## src/rtl/fetch_unit.sv

```systemverilog
// Instruction-fetch front end: owns the PC, issues one outstanding imem request
// at a time, buffers responses in a 2-entry FIFO and drops fetches made stale by a redirect.
module fetch_unit #(
  parameter logic [31:0] RESET_PC = 32'h0000_0000
) (
  input  logic        clk,
  input  logic        reset,
  input  logic        pc_sel,
  input  logic [31:0] pc_target,
  output logic        imem_req_valid,
  output logic [31:0] imem_req_addr,
  input  logic        imem_req_ready,
  input  logic        imem_rsp_valid,
  input  logic [31:0] imem_rsp_data,
  output logic        if_valid,
  output logic [31:0] if_pc,
  output logic [31:0] if_instr,
  input  logic        if_ready
);

  typedef enum logic [1:0] {IDLE, WAIT, DRAIN} state_t;

  state_t      state_q, state_d;
  logic [31:0] pc_q, pc_d;
  logic [31:0] req_pc_q, req_pc_d;
  logic [31:0] fifo_pc_q    [2];
  logic [31:0] fifo_pc_d    [2];
  logic [31:0] fifo_instr_q [2];
  logic [31:0] fifo_instr_d [2];
  logic        rd_ptr_q, rd_ptr_d;
  logic        wr_ptr_q, wr_ptr_d;
  logic [1:0]  count_q, count_d;

  logic [31:0] target;
  logic        retire;
  logic        enq;
  logic        deq;
  logic        accept;
  logic [1:0]  count_after;

  always_comb begin
    target      = pc_target & 32'hFFFF_FFFC;
    retire      = (state_q == IDLE) | imem_rsp_valid;
    enq         = imem_rsp_valid & (state_q == WAIT) & ~pc_sel;
    if_valid    = (count_q != '0) & ~pc_sel;
    deq         = if_valid & if_ready;
    // A redirect empties the FIFO, so the space rule sees a count of zero.
    count_after = pc_sel ? '0 : count_q + {1'b0, enq} - {1'b0, deq};

    imem_req_valid = ~reset & retire & (count_after <= 2'd1);
    imem_req_addr  = pc_sel ? target : pc_q;
    accept         = imem_req_valid & imem_req_ready;

    if_pc    = fifo_pc_q[rd_ptr_q];
    if_instr = fifo_instr_q[rd_ptr_q];

    state_d      = state_q;
    pc_d         = pc_q;
    req_pc_d     = req_pc_q;
    fifo_pc_d    = fifo_pc_q;
    fifo_instr_d = fifo_instr_q;
    rd_ptr_d     = rd_ptr_q;
    wr_ptr_d     = wr_ptr_q;
    count_d      = count_after;

    if (pc_sel) begin
      rd_ptr_d = 1'b0;
      wr_ptr_d = 1'b0;
    end else begin
      if (enq) begin
        fifo_pc_d[wr_ptr_q]    = req_pc_q;
        fifo_instr_d[wr_ptr_q] = imem_rsp_data;
        wr_ptr_d               = ~wr_ptr_q;
      end
      if (deq) begin
        rd_ptr_d = ~rd_ptr_q;
      end
    end

    if (accept) begin
      req_pc_d = imem_req_addr;
      pc_d     = imem_req_addr + 32'd4;
      state_d  = WAIT;
    end else if (pc_sel) begin
      pc_d    = target;
      state_d = retire ? IDLE : DRAIN;
    end else if ((state_q != IDLE) && imem_rsp_valid) begin
      state_d = IDLE;
    end
  end

  always_ff @(posedge clk or posedge reset) begin
    if (reset) begin
      state_q  <= IDLE;
      pc_q     <= RESET_PC;
      req_pc_q <= '0;
      rd_ptr_q <= 1'b0;
      wr_ptr_q <= 1'b0;
      count_q  <= '0;
      for (int unsigned i = 0; i < 2; i++) begin
        fifo_pc_q[i]    <= '0;
        fifo_instr_q[i] <= '0;
      end
    end else begin
      state_q  <= state_d;
      pc_q     <= pc_d;
      req_pc_q <= req_pc_d;
      rd_ptr_q <= rd_ptr_d;
      wr_ptr_q <= wr_ptr_d;
      count_q  <= count_d;
      for (int unsigned i = 0; i < 2; i++) begin
        fifo_pc_q[i]    <= fifo_pc_d[i];
        fifo_instr_q[i] <= fifo_instr_d[i];
      end
    end
  end

endmodule

```

## config.mk

```make
export PLATFORM = sky130hd
export DESIGN_NAME = fetch_unit
export DESIGN_NICKNAME = d
export VERILOG_FILES = /design/src/rtl/fetch_unit.sv
export SDC_FILE = /design/constraint.sdc
export NUM_CORES = 1
export LEC_CHECK = 0
export BUFFER_PORTS_ARGS = -buffer_cell sky130_fd_sc_hd__buf_2
export CAP_MARGIN = 20
export CORE_MARGIN = 8
export CORE_UTILIZATION = 45
export DETAILED_ROUTE_END_ITERATION = 10
export GPL_TIMING_DRIVEN = 0
export PLACE_DENSITY_LB_ADDON = 0.3
export SLEW_MARGIN = 20
export SYNTH_ARGS = -nofsm -noshare
export SYNTH_HDL_FRONTEND = slang
export SYNTH_SLANG_ARGS = --single-unit
```

## constraint.sdc

```tcl
create_clock -name clk -period 5.5 [get_ports clk]
set_clock_uncertainty 0.05 [all_clocks]
set_input_delay 0.55 -clock clk [delete_from_list [all_inputs] [get_ports clk]]
set_output_delay 0.55 -clock clk [all_outputs]
set_load 0.05 [all_outputs]
```

==> results of run 1 <==
-- cell usage in the layout (no fill, tap or decap), drive strengths merged, types with 4 or more instances in the layout --
cell type / count
mux2i: 26
nand2: 38
nand3: 4
clkbuf: 37
mux2: 202
xnor2: 26
inv: 33
o21ai: 31
buf: 186
clkinv: 6
nor2: 15
nor2b: 4
nor3: 8
nand4: 7
dfrtp: 198
a21oi: 6
nand4b: 4
-- state kept, by name, indices dropped and copies added (netlist names) --
signal / cells
state_q: 2
rd_ptr_q: 1
pc_q: 32
fifo_pc_q: 64
wr_ptr_q: 1
req_pc_q: 32
fifo_instr_q: 64
count_q: 2
-- layout make-up --
class                      count  area share
buffer                        33      0.0150
clock buffer                  19      0.0420
clock inverter                13      0.0134
inverter                      31      0.0116
multi-input combinational    405       0.341
sequential                   198       0.459
tap                          265      0.0307
timing repair buffer         171      0.0876
-- synthesized netlist by cell type, drive strengths merged (7+ instances only) --
cell type and instances:
buf 15, clkbuf 18, dfrtp 198, inv 30
mux2 202, mux2i 26, nand2 38, nand4 7
nor2 15, nor3 8, o21ai 31, xnor2 26
-- per-layer routing --
metal / vias up / global-route usage / share of wire / wire length (um)
met5: - / 0 / 0 / 0
met4: 0 / 0.0398 / 0.0086 / 179
met3: 19 / 0.0496 / 0.066 / 1370
met2: 152 / 0.279 / 0.47 / 9690
met1: 2932 / 0.235 / 0.46 / 9600
li1: 2715 / - / - / -
-- path summary, 6_finish.rpt --
kind / startpoint / end / slack, ps / cells after the start
max: pc_sel / imem_req_valid / 1100 / 14
min: reset / state_q[0]$_DFFE_PP0P_ / 180 / 2
max reg2reg: state_q[1]$_DFFE_PP0P_ / pc_q[14]$_DFF_PP0_ / 2440 / 11
min reg2reg: req_pc_q[14]$_DFFE_PP0N_ / req_pc_q[14]$_DFFE_PP0N_ / 450 / 2
max in group asynchronous: reset / pc_q[28]$_DFF_PP0_ / 4210 / 5
min in group clk: imem_rsp_valid / state_q[1]$_DFFE_PP0P_ / 260 / 2
-- metrics by stage --
step | cell area (um2) | setup slack, ps | total power [mW] | utilization | hold slack, ps
finish | 10800 | 1100 | 5.04 | 0.555 | 183
floorplan | 8920 | 1300 | 3.40 | - | 412
CTS | 10800 | 1070 | 5.10 | 0.555 | 191
detailed placement | 10200 | 1040 | 3.83 | 0.524 | 436
global route | 10800 | 950 | 5.28 | 0.555 | 215
global placement | 10100 | 1020 | 3.79 | 0.518 | 430
-- power groups by stage --
stage / Combinational [mW] / Sequential [mW] / Clock, mW
floorplan: 1.46 / 1.94 / 0
global placement: 1.80 / 1.99 / 0
detailed placement: 1.83 / 2.00 / 0
CTS: 1.83 / 1.97 / 1.29
global route: 1.92 / 2.02 / 1.35
finish: 1.81 / 1.97 / 1.26
-- kinds of logic (layout without fill, tap and decap cells) --
family	Yosys count	count (layout)	share of synthesized area
buffers and inverters	64	267	0.0317
flip-flops	198	198	0.556
adder cells (fa/ha/maj)	3	3	0.00421
AO/OA/AOI/OAI	48	48	0.0328
AND/OR/NAND/NOR	97	97	0.0609
XOR/XNOR	29	29	0.0302
multiplexers	228	228	0.284
==> summary.txt, run 1 <==
Clock tree
  • Worst skew pair latency: 430 ps
  • Sink Count: 198
  • Hold buffer count at cts: 0
  • Buffer count from post-CTS setup fixing: 0
  • Resized Gates After CTS: 0
  • TritonCTS clock tree: yes
  • CTS HTree Levels: 4
  • CTS root buf: clkbuf_16
  • CTS Buf Count: 17
  • Clock transition at path regs: 70 ps
  • Clock buffer depth: 2

Die
  • Core area: 19500 um2
  • DIE AREA: 24600 um2
  • Row count: 51
  • # IOs: 168
  • Die H: 157 um
  • Die W: 157 um
  • Initial Util: 0.458

Synthesis
  • Synth Flop Type: dfrtp_1
  • Area leader, netlist: dfrtp_1
  • Syn nets: 740
  • Async S/R FF share, synth: 1.00
  • Synth top area cells: dfrtp_1 (56%), mux2_2 (26%), mux2i_1 (2.9%)
  • Sequential fraction of the synthesis area: 0.556
  • Top-area cell type share of the netlist area: 0.556
  • Synth Instances: 667
  • Synth Register Bits: 198
  • Post-synth EDFFs: 0
  • Yosys cell types: 46
  • Yosys warning count: 0
  • Mapped Avg Cell Area: 13.4 um2
  • Mapped Area: 8910 um2

GRT
  • Gr usage total: 0.176
  • Vias in the first global route: 6136
  • Grt total ovfl: 0
  • First-pass GRT wire length: 33400 um
  • Pin count of the biggest net entering global routing: 35
  • Initial antenna violation count: 0

Place
  • Dpl hpwl: 15500 um
  • IO buf count: 165
  • Final Wtd Congestion: 0.798
  • Post-Place Cells: 1103

STA
  • Actual slew at the worst max-slew pin: 840 ps
  • Max Transition Viols Final: 0
  • Final period demand of the worst path: 4400 ps
  • # setup viols final: 0
  • Achievable Freq: 0.227 GHz
  • Setup_tns: 0 ps
  • Unrepaired setup endpoints after global routing: false
  • Final worst-path cycle share: 0.799
  • Final Hold Viols: 0
  • Max transition margin: 0.438

Cells and area
  • Multi-input logic area: 3680 um2
  • Nets: 930
  • Final std cells w/o fill: 1135
  • Fillers: 1666
  • Area grow syn2layout: 21.1%
  • Fraction of layout cells with a size suffix above 1: 0.499
  • Seq. cell area: 4950 um2
  • Inserted Diodes: 0

Worst setup path
  • Top delay family on crit path: buffers and inverters
  • Max stage delay on crit path: 440 ps
  • WP buf/inv: 8
  • Max stage delay cell, worst path: buf_2
  • CP Class: in2out
  • CP Capture Type: output port
  • Max FO, Critical Path: 10
  • CP dominant cell by count: buf_2
  • Data required, critical path: 4900 ps
  • Crit-path cells: buf_2 -> buf_4 -> buf_6 -> buf_2 -> buf_2 -> nor2_1 -> and2_1 -> ha_1 -> inv_1 -> ha_1 -> xor3_1 -> a211o_4 -> clkinv_4 -> buf_2
  • Critical path arrival: 3800 ps
  • Startpoint Class: input pin

Drt
  • Total Wirelength: 20800 um
  • WL/cell: 18.4 um
  • DRT Pass-1 Iters: 5
  • Vias/cell: 5.13
  • # DRC: 0
  • Drt first-iter violations: 287
  • ANT nets after route: 0
  • Vias: 5818

Pwr
  • Clock power share: 0.249
  • NetSw: 1.94 mW
  • Leakage power: 5.29 nW
  • Sw Ratio: 0.385
  • Seq pwr share: 0.391
  • PwrDens: 467 nW/um2
  • Combinational Power Share: 0.359
  • Peak supply drop: 0.226 mV
  • Pint: 3.10 mW

Job
  • Max_cap viols: 0

Worst hold path
  • Min-Delay Path Class: in2async

Status
  • Status: complete, no violations
(Power assumes the default switching activity.)
==> run 2: changes to the inputs <==
==> constraint.sdc (replaced) <==
create_clock -name clk -period 3.55 [get_ports clk]
set_clock_uncertainty 0.05 [all_clocks]
set_input_delay 0.355 -clock clk [delete_from_list [all_inputs] [get_ports clk]]
set_output_delay 0.355 -clock clk [all_outputs]
set_load 0.05 [all_outputs]
==> run 2 against run 1 <==
  * Register-to-register slack got worse by 2000 ps
  * Power rose by 58%
  * Final cell count unchanged
  * Count of clock-buffer cells in the layout grew 1
  * Critical endpoint unchanged
==> summary.txt, run 2 (synthesized netlist as in run 1, its figures left out) <==
Status
  • Status: complete, no violations

Place
  • Post-Place Cells: 1104
  • Final Wtd Congestion: 0.814
  • IO buf count: 165
  • Dpl cell area: 10200 um2
  • Pre-CTS setup slack: -514 ps
  • Dpl hpwl: 15400 um

Clock tree
  • Sink Count: 198
  • Clock buffer depth: 2
  • CTS root buf: clkbuf_16
  • Worst skew pair latency: 430 ps
  • Buffer count from post-CTS setup fixing: 0
  • CTS Buf Count: 17
  • TritonCTS clock tree: yes
  • Clock transition at path regs: 70 ps
  • CTS HTree Levels: 4

Die
  • Die W: 157 um
  • Core area: 19500 um2
  • # IOs: 168
  • Initial Util: 0.458
  • DIE AREA: 24600 um2
  • Row count: 51
  • Die H: 157 um

Drt
  • DRT Pass-1 Iters: 4
  • # DRC: 0
  • Vias/cell: 5.12
  • Total Wirelength: 20800 um
  • Drt first-iter violations: 287
  • WL/cell: 18.3 um
  • Vias: 5814
  • ANT nets after route: 0

STA
  • Final WS setup: 270 ps
  • Actual slew at the worst max-slew pin: 848 ps
  • Fin Hold WS: 78.3 ps
  • Final worst-path cycle share: 0.924
  • Final period demand of the worst path: 3280 ps
  • Final Hold Viols: 0
  • Max Transition Viols Final: 0
  • Achievable Freq: 0.305 GHz
  • Max transition margin: 0.433
  • # setup viols final: 0
  • Setup_tns: 0 ps
  • Unrepaired setup endpoints after global routing: false

Pwr
  • Peak supply drop: 0.319 mV
  • Combinational Power Share: 0.352
  • NetSw: 3.01 mW
  • Clock power share: 0.266
  • Seq pwr share: 0.382
  • PwrDens: 733 nW/um2
  • Pint: 4.98 mW
  • Sw Ratio: 0.377
  • Leakage power: 5.33 nW
  • Power, Total: 7.99 mW

GRT
  • Gr usage total: 0.176
  • Initial antenna violation count: 0
  • First-pass GRT wire length: 33500 um
  • Grt total ovfl: 0
  • Pin count of the biggest net entering global routing: 34
  • Vias in the first global route: 6197

Worst setup path
  • CP Class: in2out
  • Startpoint Class: input pin
  • CP Capture Type: output port
  • Max FO, Critical Path: 28
  • Critical path arrival: 2880 ps
  • Data required, critical path: 3140 ps

Cells and area
  • Core Util, Final: 0.560
  • Final instance area: 10900 um2
  • Nets: 930
  • Fraction of layout cells with a size suffix above 1: 0.499
  • Area grow syn2layout: 22.2%
  • Fillers: 1653
  • Most common cell after layout, fill and taps aside: mux2_2
  • Top flop regs: fifo_instr_q (64), fifo_pc_q (64)
  • Most frequent cells in the layout: mux2_2 (202), dfrtp_1 (198), buf_2 (171)
  • Final std cells w/o fill: 1135
  • Inserted Diodes: 0

Worst hold path
  • Min-Delay Path Class: in2reg

Job
  • Max_cap viols: 0
[run 2: changes by cell type in the layout (fill, tap and decap cells not counted), sizes merged]
cell         change
clkinvlp         -1
clkbuf           +2
dlygate4sd3      +1
clkinv           -3
bufinv           +2
inv              +1
buf              -2
[run 2: final cells by class]
class                      count  area [um2]  area share
inverter                      31         125      0.0115
sequential                   198        4950       0.455
tap                          265         332      0.0304
timing repair buffer         173         993      0.0912
clock buffer                  20         467      0.0428
buffer                        31         155      0.0142
clock inverter                12         186      0.0171
multi-input combinational    405        3680       0.338
[run 2: power by group through the flow]
stage / Sequential, mW / Combinational [mW] / Clock, mW
2_1_floorplan: 3.01 / 2.26 / 0
3_3_place_gp: 3.08 / 2.79 / 0
3_5_place_dp: 3.10 / 2.84 / 0
4_1_cts: 3.05 / 2.85 / 2.17
5_1_grt: 3.12 / 2.98 / 2.25
6_report: 3.05 / 2.81 / 2.12
[run 2: repair_timing]
action / in CTS / in global routing
hold endpoints to repair: 16 / 0
gates resized for setup: 1 / 2
hold buffers: 1 / 0
endpoints found under the setup margin: 8 / 1
[run 2: path summary, 6_finish.rpt]
check	cells past startpoint	startpoint	slack, ps	end
min	2	imem_rsp_valid	80	state_q[1]$_DFFE_PP0P_
min in group asynchronous	3	reset	540	count_q[0]$_DFF_PP0_
max reg2reg	11	count_q[1]$_DFF_PP0_	440	pc_q[14]$_DFF_PP0_
max	12	pc_sel	270	imem_req_valid
min reg2reg	1	fifo_pc_q[3]$_DFFE_PP0P_	450	fifo_pc_q[3]$_DFFE_PP0P_
max in group asynchronous	5	reset	2170	pc_q[28]$_DFF_PP0_
[run 2: worst max-delay path, stage by stage]
cell      delay, ps
buf_2           120
buf_4           220
buf_8           300
nor2_4           40
and2_1          190
ha_1            280
inv_1            40
ha_1            180
xor3_1          390
a211o_4         400
clkinv_4         90
clkbuf_4        240
[run 2: metal layers]
metal	vias up	wire (um)	global-route usage
li1	2718	-	-
met1	2928	9700	0.237
met2	147	9410	0.275
met3	21	1350	0.0430
met4	0	289	0.0535
met5	-	0	0
